===== config.mk =====
export PLATFORM = sky130hd
export DESIGN_NAME = rcs_serial_sub_flat
export DESIGN_NICKNAME = d
export VERILOG_FILES = /design/src/rtl/rcs_pkg.sv /design/src/rtl/rcs_serial_sub_if.sv /design/src/rtl/rcs_serial_sub_slice.sv /design/src/rtl/rcs_serial_sub.sv /design/src/flat_wrapper.sv
export SDC_FILE = /design/constraint.sdc
export NUM_CORES = 1
export LEC_CHECK = 0
export CAP_MARGIN = 25
export CORE_UTILIZATION = 53
export DETAILED_ROUTE_END_ITERATION = 10
export PLACE_DENSITY_LB_ADDON = 0.25
export SLEW_MARGIN = 20
export SYNTH_ARGS = -nofsm -noshare
export SYNTH_HDL_FRONTEND = slang
export SYNTH_SLANG_ARGS = --single-unit

===== constraint.sdc =====
create_clock -name clk -period 5.4 [get_ports clk]
set_clock_uncertainty 0.15 [all_clocks]
set_input_delay 0.81 -clock clk [delete_from_list [all_inputs] [get_ports clk]]
set_output_delay 0.81 -clock clk [all_outputs]
set_load 0.02 [all_outputs]

===== src/rtl/rcs_pkg.sv =====
// ============================================================================
// Module      : rcs_pkg
// Description : Shared types and constants for the serial ripple-borrow
//               subtractor.
// Revision    : 1.0  initial release
// ============================================================================
`default_nettype none

package rcs_pkg;

    localparam int DEF_WIDTH = 32;
    localparam int DEF_SLICE = 8;
    localparam int MAX_WIDTH = 64;

    typedef enum logic [1:0] {
        IDLE = 2'd0,
        CALC = 2'd1,
        DONE = 2'd2
    } state_t;

    // Callers truncate the result to their own WIDTH.
    function automatic logic [MAX_WIDTH-1:0] sat_pos(input int width);
        return (MAX_WIDTH'(1) << (width - 1)) - MAX_WIDTH'(1);
    endfunction

    function automatic logic [MAX_WIDTH-1:0] sat_neg(input int width);
        return MAX_WIDTH'(1) << (width - 1);
    endfunction

endpackage

`default_nettype wire


===== src/rtl/rcs_serial_sub_if.sv =====
// ============================================================================
// Module      : rcs_serial_sub_if
// Description : Operand/result valid-ready bundle of the serial subtractor.
// Revision    : 1.0  initial release
// ============================================================================
`default_nettype none

interface rcs_serial_sub_if
    import rcs_pkg::*;
#(
    parameter int WIDTH = DEF_WIDTH
);
    logic             in_valid;
    logic             in_ready;
    logic [WIDTH-1:0] a;
    logic [WIDTH-1:0] b;
    logic             bin;
    logic             out_valid;
    logic             out_ready;
    logic [WIDTH-1:0] diff;
    logic             bout;
    logic             ovf;
    logic             zero;

    modport master (
        output in_valid, a, b, bin, out_ready,
        input  in_ready, out_valid, diff, bout, ovf, zero
    );

    modport slave (
        input  in_valid, a, b, bin, out_ready,
        output in_ready, out_valid, diff, bout, ovf, zero
    );
endinterface

`default_nettype wire


===== src/rtl/rcs_serial_sub_slice.sv =====
// ============================================================================
// Module      : sub_slice
// Description : Combinational SLICE-bit subtractor with borrow in/out.
// Revision    : 1.0  initial release
// ============================================================================
`default_nettype none

module sub_slice #(
    parameter int SLICE = 8
) (
    input  wire logic [SLICE-1:0] i_a,
    input  wire logic [SLICE-1:0] i_b,
    input  wire logic             i_bin,
    output logic      [SLICE-1:0] o_d,
    output logic                  o_bout
);
    logic [SLICE:0] w_full;

    // One extra bit catches the borrow: it is set iff a < b + bin.
    assign w_full = {1'b0, i_a} - {1'b0, i_b} - {{SLICE{1'b0}}, i_bin};
    assign o_d    = w_full[SLICE-1:0];
    assign o_bout = w_full[SLICE];
endmodule

`default_nettype wire


===== src/rtl/rcs_serial_sub.sv =====
// ============================================================================
// Module      : rcs_serial_sub
// Description : Serial a - b - bin, one SLICE-bit slice per clock, LSB first.
//               Define RCS_SAT_EN for signed saturation of diff on overflow.
// Revision    : 1.0  initial release
// ============================================================================
`default_nettype none

module rcs_serial_sub
    import rcs_pkg::*;
#(
    parameter int WIDTH = DEF_WIDTH,
    parameter int SLICE = DEF_SLICE
) (
    input  wire logic       clk,
    input  wire logic       rst_n,
    rcs_serial_sub_if.slave bus
);
    localparam int             c_NSLICE = WIDTH / SLICE;
    localparam int             c_IDXW   = (c_NSLICE > 1) ? $clog2(c_NSLICE) : 1;
    localparam logic [c_IDXW-1:0] c_LAST = c_IDXW'(c_NSLICE - 1);

    state_t             r_state;
    logic [WIDTH-1:0]   r_a;
    logic [WIDTH-1:0]   r_b;
    logic [WIDTH-1:0]   r_acc;
    logic [WIDTH-1:0]   r_diff;
    logic               r_borrow;
    logic [c_IDXW-1:0]  r_idx;
    logic               r_in_ready;
    logic               r_out_valid;
    logic               r_bout;
    logic               r_ovf;
    logic               r_zero;

    logic [SLICE-1:0]   w_a_sl;
    logic [SLICE-1:0]   w_b_sl;
    logic [SLICE-1:0]   w_d;
    logic               w_bo;
    logic [WIDTH-1:0]   w_raw;
    logic [WIDTH-1:0]   w_res;
    logic               w_ovf;

    assign w_a_sl = r_a[r_idx*SLICE +: SLICE];
    assign w_b_sl = r_b[r_idx*SLICE +: SLICE];

    sub_slice #(.SLICE(SLICE)) u_slice (
        .i_a    (w_a_sl),
        .i_b    (w_b_sl),
        .i_bin  (r_borrow),
        .o_d    (w_d),
        .o_bout (w_bo)
    );

`ifdef RCS_SAT_EN
    localparam logic [WIDTH-1:0] c_SAT_POS = WIDTH'(sat_pos(WIDTH));
    localparam logic [WIDTH-1:0] c_SAT_NEG = WIDTH'(sat_neg(WIDTH));
`endif

    // Final result as it stands while the top slice is being computed.
    always_comb begin
        w_raw = r_acc;
        w_raw[(c_NSLICE-1)*SLICE +: SLICE] = w_d;
        w_ovf = (r_a[WIDTH-1] != r_b[WIDTH-1]) && (w_raw[WIDTH-1] != r_a[WIDTH-1]);
`ifdef RCS_SAT_EN
        w_res = w_ovf ? (r_a[WIDTH-1] ? c_SAT_NEG : c_SAT_POS) : w_raw;
`else
        w_res = w_raw;
`endif
    end

    always_ff @(posedge clk or negedge rst_n) begin
        if (!rst_n) begin
            r_state     <= IDLE;
            r_a         <= '0;
            r_b         <= '0;
            r_acc       <= '0;
            r_diff      <= '0;
            r_borrow    <= 1'b0;
            r_idx       <= '0;
            r_in_ready  <= 1'b1;
            r_out_valid <= 1'b0;
            r_bout      <= 1'b0;
            r_ovf       <= 1'b0;
            r_zero      <= 1'b0;
        end else begin
            case (r_state)
                IDLE: begin
                    if (bus.in_valid) begin
                        r_a        <= bus.a;
                        r_b        <= bus.b;
                        r_borrow   <= bus.bin;
                        r_idx      <= '0;
                        r_in_ready <= 1'b0;
                        r_state    <= CALC;
                    end
                end
                CALC: begin
                    r_acc[r_idx*SLICE +: SLICE] <= w_d;
                    r_borrow <= w_bo;
                    if (r_idx == c_LAST) begin
                        r_diff      <= w_res;
                        r_bout      <= w_bo;
                        r_ovf       <= w_ovf;
                        r_zero      <= (w_res == '0);
                        r_out_valid <= 1'b1;
                        r_state     <= DONE;
                    end else begin
                        r_idx <= r_idx + 1'b1;
                    end
                end
                DONE: begin
                    if (bus.out_ready) begin
                        r_out_valid <= 1'b0;
                        r_in_ready  <= 1'b1;
                        r_state     <= IDLE;
                    end
                end
                default: begin
                    r_state <= IDLE;
                end
            endcase
        end
    end

    assign bus.in_ready  = r_in_ready;
    assign bus.out_valid = r_out_valid;
    assign bus.diff      = r_diff;
    assign bus.bout      = r_bout;
    assign bus.ovf       = r_ovf;
    assign bus.zero      = r_zero;
endmodule

`default_nettype wire


===== src/flat_wrapper.sv =====
// flat-port wrapper written by rule: the top's interface ports become plain ports
module rcs_serial_sub_flat import rcs_pkg::*;
#(
    parameter int WIDTH = DEF_WIDTH,
    parameter int SLICE = DEF_SLICE
)
  (clk, rst_n, bus_in_valid, bus_a, bus_b, bus_bin, bus_out_ready, bus_in_ready, bus_out_valid, bus_diff, bus_bout, bus_ovf, bus_zero);
  rcs_serial_sub_if #(.WIDTH(WIDTH)) bus_i ();
  input  wire logic clk;
  input  wire logic rst_n;
  input wire logic [$bits(bus_i.in_valid)-1:0] bus_in_valid;
  input wire logic [$bits(bus_i.a)-1:0] bus_a;
  input wire logic [$bits(bus_i.b)-1:0] bus_b;
  input wire logic [$bits(bus_i.bin)-1:0] bus_bin;
  input wire logic [$bits(bus_i.out_ready)-1:0] bus_out_ready;
  output wire logic [$bits(bus_i.in_ready)-1:0] bus_in_ready;
  output wire logic [$bits(bus_i.out_valid)-1:0] bus_out_valid;
  output wire logic [$bits(bus_i.diff)-1:0] bus_diff;
  output wire logic [$bits(bus_i.bout)-1:0] bus_bout;
  output wire logic [$bits(bus_i.ovf)-1:0] bus_ovf;
  output wire logic [$bits(bus_i.zero)-1:0] bus_zero;
  assign bus_i.in_valid = bus_in_valid;
  assign bus_i.a = bus_a;
  assign bus_i.b = bus_b;
  assign bus_i.bin = bus_bin;
  assign bus_i.out_ready = bus_out_ready;
  assign bus_in_ready = bus_i.in_ready;
  assign bus_out_valid = bus_i.out_valid;
  assign bus_diff = bus_i.diff;
  assign bus_bout = bus_i.bout;
  assign bus_ovf = bus_i.ovf;
  assign bus_zero = bus_i.zero;
  rcs_serial_sub #(.WIDTH(WIDTH), .SLICE(SLICE)) u_core (.clk(clk), .rst_n(rst_n), .bus(bus_i));
endmodule

Yosys cells after proc, flatten, opt, wreduce, memory -nomap -nowiden. Index checks and enable logic that the tools add are counted.

Add/subtract/negate cells: 4. Equal/unequal tests: 9. Shift-type cells: 4. Mux-type cells: 16. Reductions and logical operators: 13.

Operators by type and width (count): 32-bit by 6-bit indexed part select with 8-bit output (2); 5-bit negator with 34-bit output (1); 8-bit by 34-bit variable shift with 32-bit output, first input constant (1); 8-bit by 34-bit indexed part select with 32-bit output (1); 32-bit bitwise mux (1); 32-bit logical NOT (1); 3-bit AND reduction (4); 2-bit two-way mux (5); 8-bit by 8-bit subtractor with 9-bit output (1); 9-bit by 1-bit subtractor with 9-bit output (1); 2-bit != test, second input constant (3); 1-bit one-hot mux with 2 select lines (3); 2-bit one-hot mux with 3 select lines (1); 2-bit AND reduction (3); 2-bit nonzero test (3); 1-bit two-way mux (5); 2-bit == test, second input constant (2); 2-bit one-hot mux with 2 select lines (1); 2-bit by 1-bit adder with 2-bit output, second input constant (1); 2-bit by 1-bit == test with 1-bit output, second input constant (1); 2-bit logical NOT (1); 1-bit != test (2); 2-bit by 1-bit != test with 1-bit output, second input constant (1); 1-bit logical AND (1).

Bits in registers: 138. Output and inout port bits: 37. Logic and storage cells: 58.

Depth between registers and ports, before layout. Gate-level depths: netlist (run 1).

Depth in word-level cells: 5. Mapped depth: 13. Depth with buffers taken out: 11.

Hierarchy. Synthesis (run 1) repeated with hierarchy kept, for this count alone.

Cells, all modules: 420. Area, all modules: 6034.5 um^2.

Modules (own cells, without submodules): rcs_serial_sub (instances 1, cells an instance 344, area an instance 5480.3 um^2); sub_slice (instances 1, cells an instance 76, area an instance 554.3 um^2).

Worst setup path before layout (run 1). Ideal clock, no wire load.

Kind: register to register. From: register u_core.r_idx[0]. To: register u_core.r_zero (netlist: u_core.bus.zero). Library setup time: 0.064 ns. Arrival: 3.778 ns. Slack: 1.407 ns. Cell stages (with the launch flop): 13. Buffers on the path: 2. Clock period less this slack: 3.993 ns. Cell sequence: dfrtp_1 > clkbuf_1 > buf_1 > mux4_2 > fa_1 > inv_1 > fa_1 > nor4b_1 > and3_1 > nand4_1 > or4b_1 > nor4b_2 > a21o_1.

Cells in the longest elaborated chain, start to end: 4.

RTL lines: start: declaration (RTL line rcs_serial_sub.sv:29) `logic [c_IDXW-1:0] r_idx;`; start signal: assignment (RTL line rcs_serial_sub.sv:109) `r_idx <= r_idx + 1'b1;`; 32-bit by 6-bit indexed part select with 8-bit output, on equally long branches (RTL line rcs_serial_sub.sv:44, rcs_serial_sub.sv:45); 8-bit by 8-bit subtractor with 9-bit output * (RTL line rcs_serial_sub_slice.sv:20) `assign w_full = {1'b0, i_a} - {1'b0, i_b} - {{SLICE{1'b0}}, i_bin};`; 9-bit by 1-bit subtractor with 9-bit output * (RTL line rcs_serial_sub_slice.sv:20); via u_core.u_slice.o_d[1] (RTL line rcs_serial_sub_slice.sv:14) `output logic [SLICE-1:0] o_d,`; 32-bit logical NOT * (RTL line rcs_serial_sub.sv:105) `r_zero <= (w_res == '0);`; end signal: assignment (RTL line rcs_serial_sub.sv:105); end: declaration (RTL line rcs_serial_sub.sv:34) `logic r_zero;`.

The timed path passes the listed nets; every way through them passes the cells marked *. A chain may end at the register's enable or synchronous reset.

Final worst setup path (run 1). Ends and elaborated chain as after synthesis.

==> results of run 1 <==
## final cells by class
| cell class | count | share of cell area (%) |
|---|---|---|
| Inverter | 26 | 1.27 |
| Clock buffer | 18 | 5.55 |
| Clock inverter | 14 | 1.98 |
| Tap cell | 140 | 2.27 |
| Multi-Input combinational cell | 253 | 32.4 |
| Sequential cell | 130 | 42.2 |
| Timing Repair Buffer | 111 | 14.2 |
## flip-flops by register name, summed over array words and instances (netlist names)
name,count
u_core.bus.in_ready,1
u_core.r_state,2
u_core.bus.diff,32
u_core.bus.out_valid,1
u_core.bus.ovf,1
u_core.r_b,32
u_core.r_acc,24
u_core.bus.zero,1
u_core.r_a,32
u_core.r_idx,2
u_core.bus.bout,1
u_core.r_borrow,1
## cells in the mapped netlist, types with 2 or more instances
master,instances
or4b_1,2
nor3b_1,3
buf_2,3
nor4_1,4
nor3_1,3
fa_1,2
o31ai_1,2
buf_1,3
a22o_1,18
nor2b_1,2
clkbuf_1,11
mux2_2,81
nand4_1,2
o21ai_0,9
nor2_1,11
inv_1,26
a21oi_1,12
o21ai_1,4
mux2i_1,2
xnor2_1,2
mux4_2,15
ha_1,17
nor4b_1,2
mux2_1,12
xor2_1,2
dfrtp_1,129
xnor2_2,2
nand2b_1,4
nand2_1,21
## cell families after synthesis
| logic type | Yosys count | share of synthesized area (%) |
|---|---|---|
| DFF | 130 | 55.0 |
| muxes | 111 | 24.1 |
| and+or+nand+nor | 62 | 5.70 |
| AOI/OAI and AO/OA | 55 | 6.85 |
| buffers and inverters | 44 | 2.98 |
| adders and majority gates | 19 | 4.27 |
| xor gates and xnor gates | 6 | 1.14 |
## metrics by stage
stage	util (%)	hold WS (ps)
global placement	65.7	312
detailed placement	65.7	324
global route	71.1	240
finish	71.1	196
floorplan	-	302
CTS	71.0	338
## per-layer routing
| metal | vias up | GRT usage, % |
|---|---|---|
| met2 | 146 | 38.0 |
| met1 | 2008 | 30.1 |
| met5 | - | 0 |
| li1 | 1774 | - |
| met3 | 27 | 5.08 |
| met4 | 0 | 11.5 |
## final timing paths
check                                            to  slack [ps]  cells after the start       startpoint
worst max-delay path                u_core.bus.zero        1330                     11  u_core.r_idx[0]
worst min-delay path               u_core.r_acc[11]         200                      1            rst_n
worst max register to register      u_core.bus.zero        1330                     11  u_core.r_idx[0]
worst min register to register        u_core.r_a[7]         340                      1    u_core.r_a[7]
max in group asynchronous       u_core.bus.in_ready        3840                      2            rst_n
min in group clk                      u_core.r_a[7]         340                      1    u_core.r_a[7]
==> summary.txt, run 1 <==
Worst setup path
  • Startpoint types: register
  • Slowest CP cell: dfrtp_1
  • Crit path DAT: 4380 ps
  • CP max stage delay: 600 ps
  • Crit path kind: reg -> reg
  • Delay-heaviest family, CP: simple AND/OR/NAND/NOR gates
  • Crit end category: register
  • Buf+Inv Stages, Crit Path: 2
  • Critical Path RT: 5710 ps
  • Worst-path fanout max: 11
  • Most used cell along the critical path: fa_1
  • Critical path cell sequence: buf_4, mux4_2, fa_1, inv_1, fa_1, nor4b_1, and3_1, nand4_1, or4b_1, nor4b_2, a21o_1

Timing
  • Worst slew pin tran: 834 ps
  • Max Transition Viols Final: 0
  • Crit share post-route: 75.4%
  • Slew HR: 44.0%
  • Endpoints failing hold: 0
  • RSZ-0062 raised after global routing: no
  • Tmin final: 4070 ps
  • Final worst setup slack: 1330 ps
  • Fmax: 245 MHz
  • Setup TNS: 0 ps
  • Setup-failing EPs final: 0

Synthesis
  • Synthesized area: 5920 um2
  • Post-synth EDFFs: 0
  • FF+latch count, synth: 130
  • Mapped Avg Cell Area: 13.9 um2
  • Register area share after synthesis: 55.0%
  • Async set-or-reset flop fraction in the synthesized netlist: 100%
  • Distinct cells, synth: 50
  • Top cell type's share of synthesized area: 54.5%
  • Largest area contributor in the netlist: dfrtp_1
  • Ys flop type: dfrtp_1
  • Synth Instances: 427
  • Top post-synthesis cells by area: dfrtp_1 (55%), mux2_2 (15%), mux4_2 (5.7%), ha_1 (3.6%), a22o_1 (2.7%)
  • Synth Warn #: 0
  • Syn nets: 515

Cells and area
  • Most common cell after layout, fill and taps aside: dfrtp_1
  • Fill cells: 768
  • Area Overhead vs Synth: 30.1%
  • # nets final: 627
  • Non-filler cells, final: 692
  • Layout cells sized above 1: 26.6%
  • Final instance area: 7700 um2
  • Area of the multi-input gates: 2500 um2
  • FF/Latch Area: 3250 um2
  • # diodes: 0
  • Most frequent cells in the layout: dfrtp_1 (129), clkdlybuf4s50_1 (104), mux2_2 (81), inv_1 (26), nand2_1 (21)

Placement
  • Setup WS pre-CTS: 1340 ps
  • Placed cell count: 660
  • Post-placement cell area: 7120 um2
  • Hpwl dp: 8930 um
  • Port buffer count: 105
  • Routability cong.: 0.823

Drt
  • Drt wl/cell: 18.2 um
  • Drt pass-1 iters: 4
  • Antenna Nets Post-Route: 0
  • DR WL met3: 618 um
  • Via density: 5.72
  • Routed Wire Length: 12,600 um
  • M1 WL: 5310 um
  • Top Layer Used: met4
  • Total number of vias: 3,955
  • DRC: 0
  • Met2 routed WL: 6380 um
  • Iter 0 DRT Violations: 200

Run
  • Max-cap violations: 0

Floorplan
  • Die height: 108 um
  • Number of core rows: 38
  • Ports: 106
  • Initial core utilization: 54.6%
  • DIE AREA: 11,600 um2
  • Core region area: 10,800 um2
  • Die X: 108 um

Clocking
  • Post-CTS resize count: 0
  • CTS Buf Count: 17
  • Max Buffers Root-to-Sink: 2
  • Reg clk slew, reported paths: 60 ps
  • H-tree Lvls: 4
  • Postcts setup bufs: 0
  • Clk root buf: clkbuf_8
  • CTS Hold Buffers Added: 0
  • Worst-Skew Late Latency: 520 ps
  • CTS sink cnt: 130
  • CTS tree: done

Status
  • Outcome: complete, no violations

Worst hold path
  • Hold WC Path Type: in -> async

GRT
  • Initial antenna violation count: 0
  • First-pass GRT wire length: 20,300 um
  • Largest net degree at the start of global routing: 89
  • Global route overflow: 0
  • Vias in the first global route: 4,062
  • GRT Overall Usage: 23.5%
Power of run 1 is not shown: default switching activity piles up to over one toggle a cycle in this logic, so the estimate is an artifact.
==> inputs of run 2 (changes only) <==
clock period = 4.1 ns   (was 5.4 ns; I/O delays follow)
==> summary.txt, run 2 (same netlist as run 1, synthesis figures left out) <==
Cells and area
  • FF/Latch Area: 3250 um2 (unchanged)
  • Area of the multi-input gates: 2500 um2 (unchanged)
  • # nets final: 630 (was 627)
  • Most common cell after layout, fill and taps aside: dfrtp_1 (unchanged)
  • Layout cells sized above 1: 27.0% (was 26.6%)
  • Area Overhead vs Synth: 30.4% (was 30.1%)
  • # diodes: 0 (unchanged)
  • Fill cells: 718 (was 768)
  • Most frequent cells in the layout: dfrtp_1 (129), clkdlybuf4s50_1 (104), mux2_2 (81), inv_1 (26), nand2_1 (21) (unchanged)

Worst setup path
  • Crit path kind: reg -> reg (unchanged)
  • Slowest CP cell: or4b_1 (was dfrtp_1)
  • Critical R2R Capture: u_core.bus.zero (unchanged)
  • Delay-heaviest family, CP: simple AND/OR/NAND/NOR gates (unchanged)
  • Crit path DAT: 4050 ps (was 4380 ps)
  • Buf+Inv Stages, Crit Path: 3 (was 2)
  • Critical Path RT: 4400 ps (was 5710 ps)
  • Startpoint types: register (unchanged)
  • Crit Reg-Reg Startpoint: u_core.r_idx[0] (unchanged)
  • R2R depth: 12 (was 11)
  • Worst-path fanout max: 10 (was 11)
  • Crit end category: register (unchanged)
  • CP max stage delay: 540 ps (was 600 ps)
  • R2r setup slk: 360 ps (was 1330 ps)
  • Critical path cell sequence: buf_4, mux4_2, inv_1, fa_1, inv_1, fa_1, nor4b_1, and3_1, nand4_1, or4b_1, nor4b_2, a21o_1 (was buf_4, mux4_2, fa_1, inv_1, fa_1, nor4b_1, and3_1, nand4_1, or4b_1, nor4b_2, a21o_1)

Timing
  • Max Transition Viols Final: 0 (unchanged)
  • Worst slew pin tran: 817 ps (was 834 ps)
  • Crit share post-route: 91.3% (was 75.4%)
  • Tmin final: 3740 ps (was 4070 ps)
  • Slew HR: 45.1% (was 44.0%)
  • Fmax: 267 MHz (was 245 MHz)
  • Endpoints failing hold: 6 (was 0)
  • Setup TNS: 0 ps (unchanged)
  • Setup-failing EPs final: 0 (unchanged)
  • Worst hold margin: -14.8 ps (was 196 ps)
  • RSZ-0062 raised after global routing: no (unchanged)

Clocking
  • Postcts setup bufs: 0 (unchanged)
  • Reg clk slew, reported paths: 60 ps (about the same)
  • Clk root buf: clkbuf_8 (unchanged)
  • CTS tree: done (unchanged)
  • H-tree Lvls: 4 (unchanged)
  • CTS Buf Count: 17 (unchanged)
  • Max Buffers Root-to-Sink: 2 (unchanged)
  • Post-CTS resize count: 0 (unchanged)
  • Worst-Skew Late Latency: 520 ps (about the same)
  • CTS Hold Buffers Added: 0 (unchanged)
  • CTS sink cnt: 130 (unchanged)

Placement
  • Port buffer count: 105 (unchanged)
  • Routability cong.: 0.821 (was 0.823)
  • Hpwl dp: 9100 um (was 8930 um)

Drt
  • Antenna Nets Post-Route: 0 (unchanged)
  • Iter 0 DRT Violations: 235 (was 200)
  • Routed Wire Length: 12,800 um (was 12,600 um)
  • Total number of vias: 3,920 (was 3,955)
  • Via density: 5.64 (was 5.72)
  • DRC: 0 (unchanged)
  • Drt wl/cell: 18.4 um (was 18.2 um)
  • Drt pass-1 iters: 5 (was 4)

Floorplan
  • Die height: 108 um (unchanged)
  • Core region area: 10,800 um2 (unchanged)
  • DIE AREA: 11,600 um2 (unchanged)
  • Number of core rows: 38 (unchanged)
  • Die X: 108 um (unchanged)
  • Ports: 106 (unchanged)
  • Initial core utilization: 54.6% (unchanged)

Status
  • Outcome: finished, violations left (was complete, no violations)
  • Failing checks: negative hold slack

GRT
  • GRT Overall Usage: 24.6% (was 23.5%)
  • Vias in the first global route: 4,150 (was 4,062)
  • First-pass GRT wire length: 21,100 um (was 20,300 um)
  • Largest net degree at the start of global routing: 65 (was 89)
  • Global route overflow: 0 (unchanged)
  • Initial antenna violation count: 0 (unchanged)

Worst hold path
  • Hold WC Path Type: in -> async (unchanged)

Run
  • Max-cap violations: 0 (unchanged)
==> run 2: changes by cell type in the layout (fill, tap and decap cells not counted), sizes merged <==
| cell | previous run | this run |
|---|---|---|
| buf | 7 | 10 |
| clkinv | 7 | 4 |
| clkinvlp | 1 | 3 |
| inv | 30 | 31 |
==> run 2: final cells by class <==
cell class / count / area share, %
Clock buffer: 18 / 5.54
Inverter: 26 / 1.26
Multi-Input combinational cell: 253 / 32.4
Sequential cell: 130 / 42.2
Clock inverter: 14 / 1.94
Tap cell: 140 / 2.27
Timing Repair Buffer: 114 / 14.5
==> run 2: how the worst max path moves through the flow <==
| stage | start | endpoint | depth (start not counted) |
|---|---|---|---|
| after floorplan | u_core.r_idx[0] | u_core.bus.zero | 12 |
| after global placement | u_core.r_idx[0] | u_core.bus.zero | 12 |
| after detailed placement | u_core.r_idx[0] | u_core.bus.zero | 12 |
| after CTS | u_core.r_idx[0] | u_core.bus.zero | 12 |
| after global routing | u_core.r_idx[0] | u_core.bus.zero | 12 |
| final | u_core.r_idx[0] | u_core.bus.zero | 12 |
==> run 2: through the flow <==
stage	instances	utilization (%)	instance area, um2	setup WS (ps)
final	695	71.2	7720	358
after global routing	695	71.2	7720	145
after CTS	695	71.2	7720	361
after detailed placement	663	65.9	7140	475
after global placement	663	65.9	7140	605
after floorplan	427	-	5920	107
==> run 2: routing by layer <==
layer | routed length, um | track usage, % | vias to the layer above
met5 | 0 | 0 | -
met4 | 141 | 10.6 | 0
met3 | 654 | 4.90 | 12
met2 | 6520 | 40.5 | 128
met1 | 5460 | 31.5 | 1992
li1 | - | - | 1788
==> run 2: worst reg2reg max path: stages, from the launching register on <==
cell	delay, ps
dfrtp_1	400
buf_4	240
mux4_2	530
inv_1	80
fa_1	150
inv_1	60
fa_1	520
nor4b_1	320
and3_1	210
nand4_1	90
or4b_1	540
nor4b_2	270
a21o_1	130
Power of run 2 is left out for the same reason.
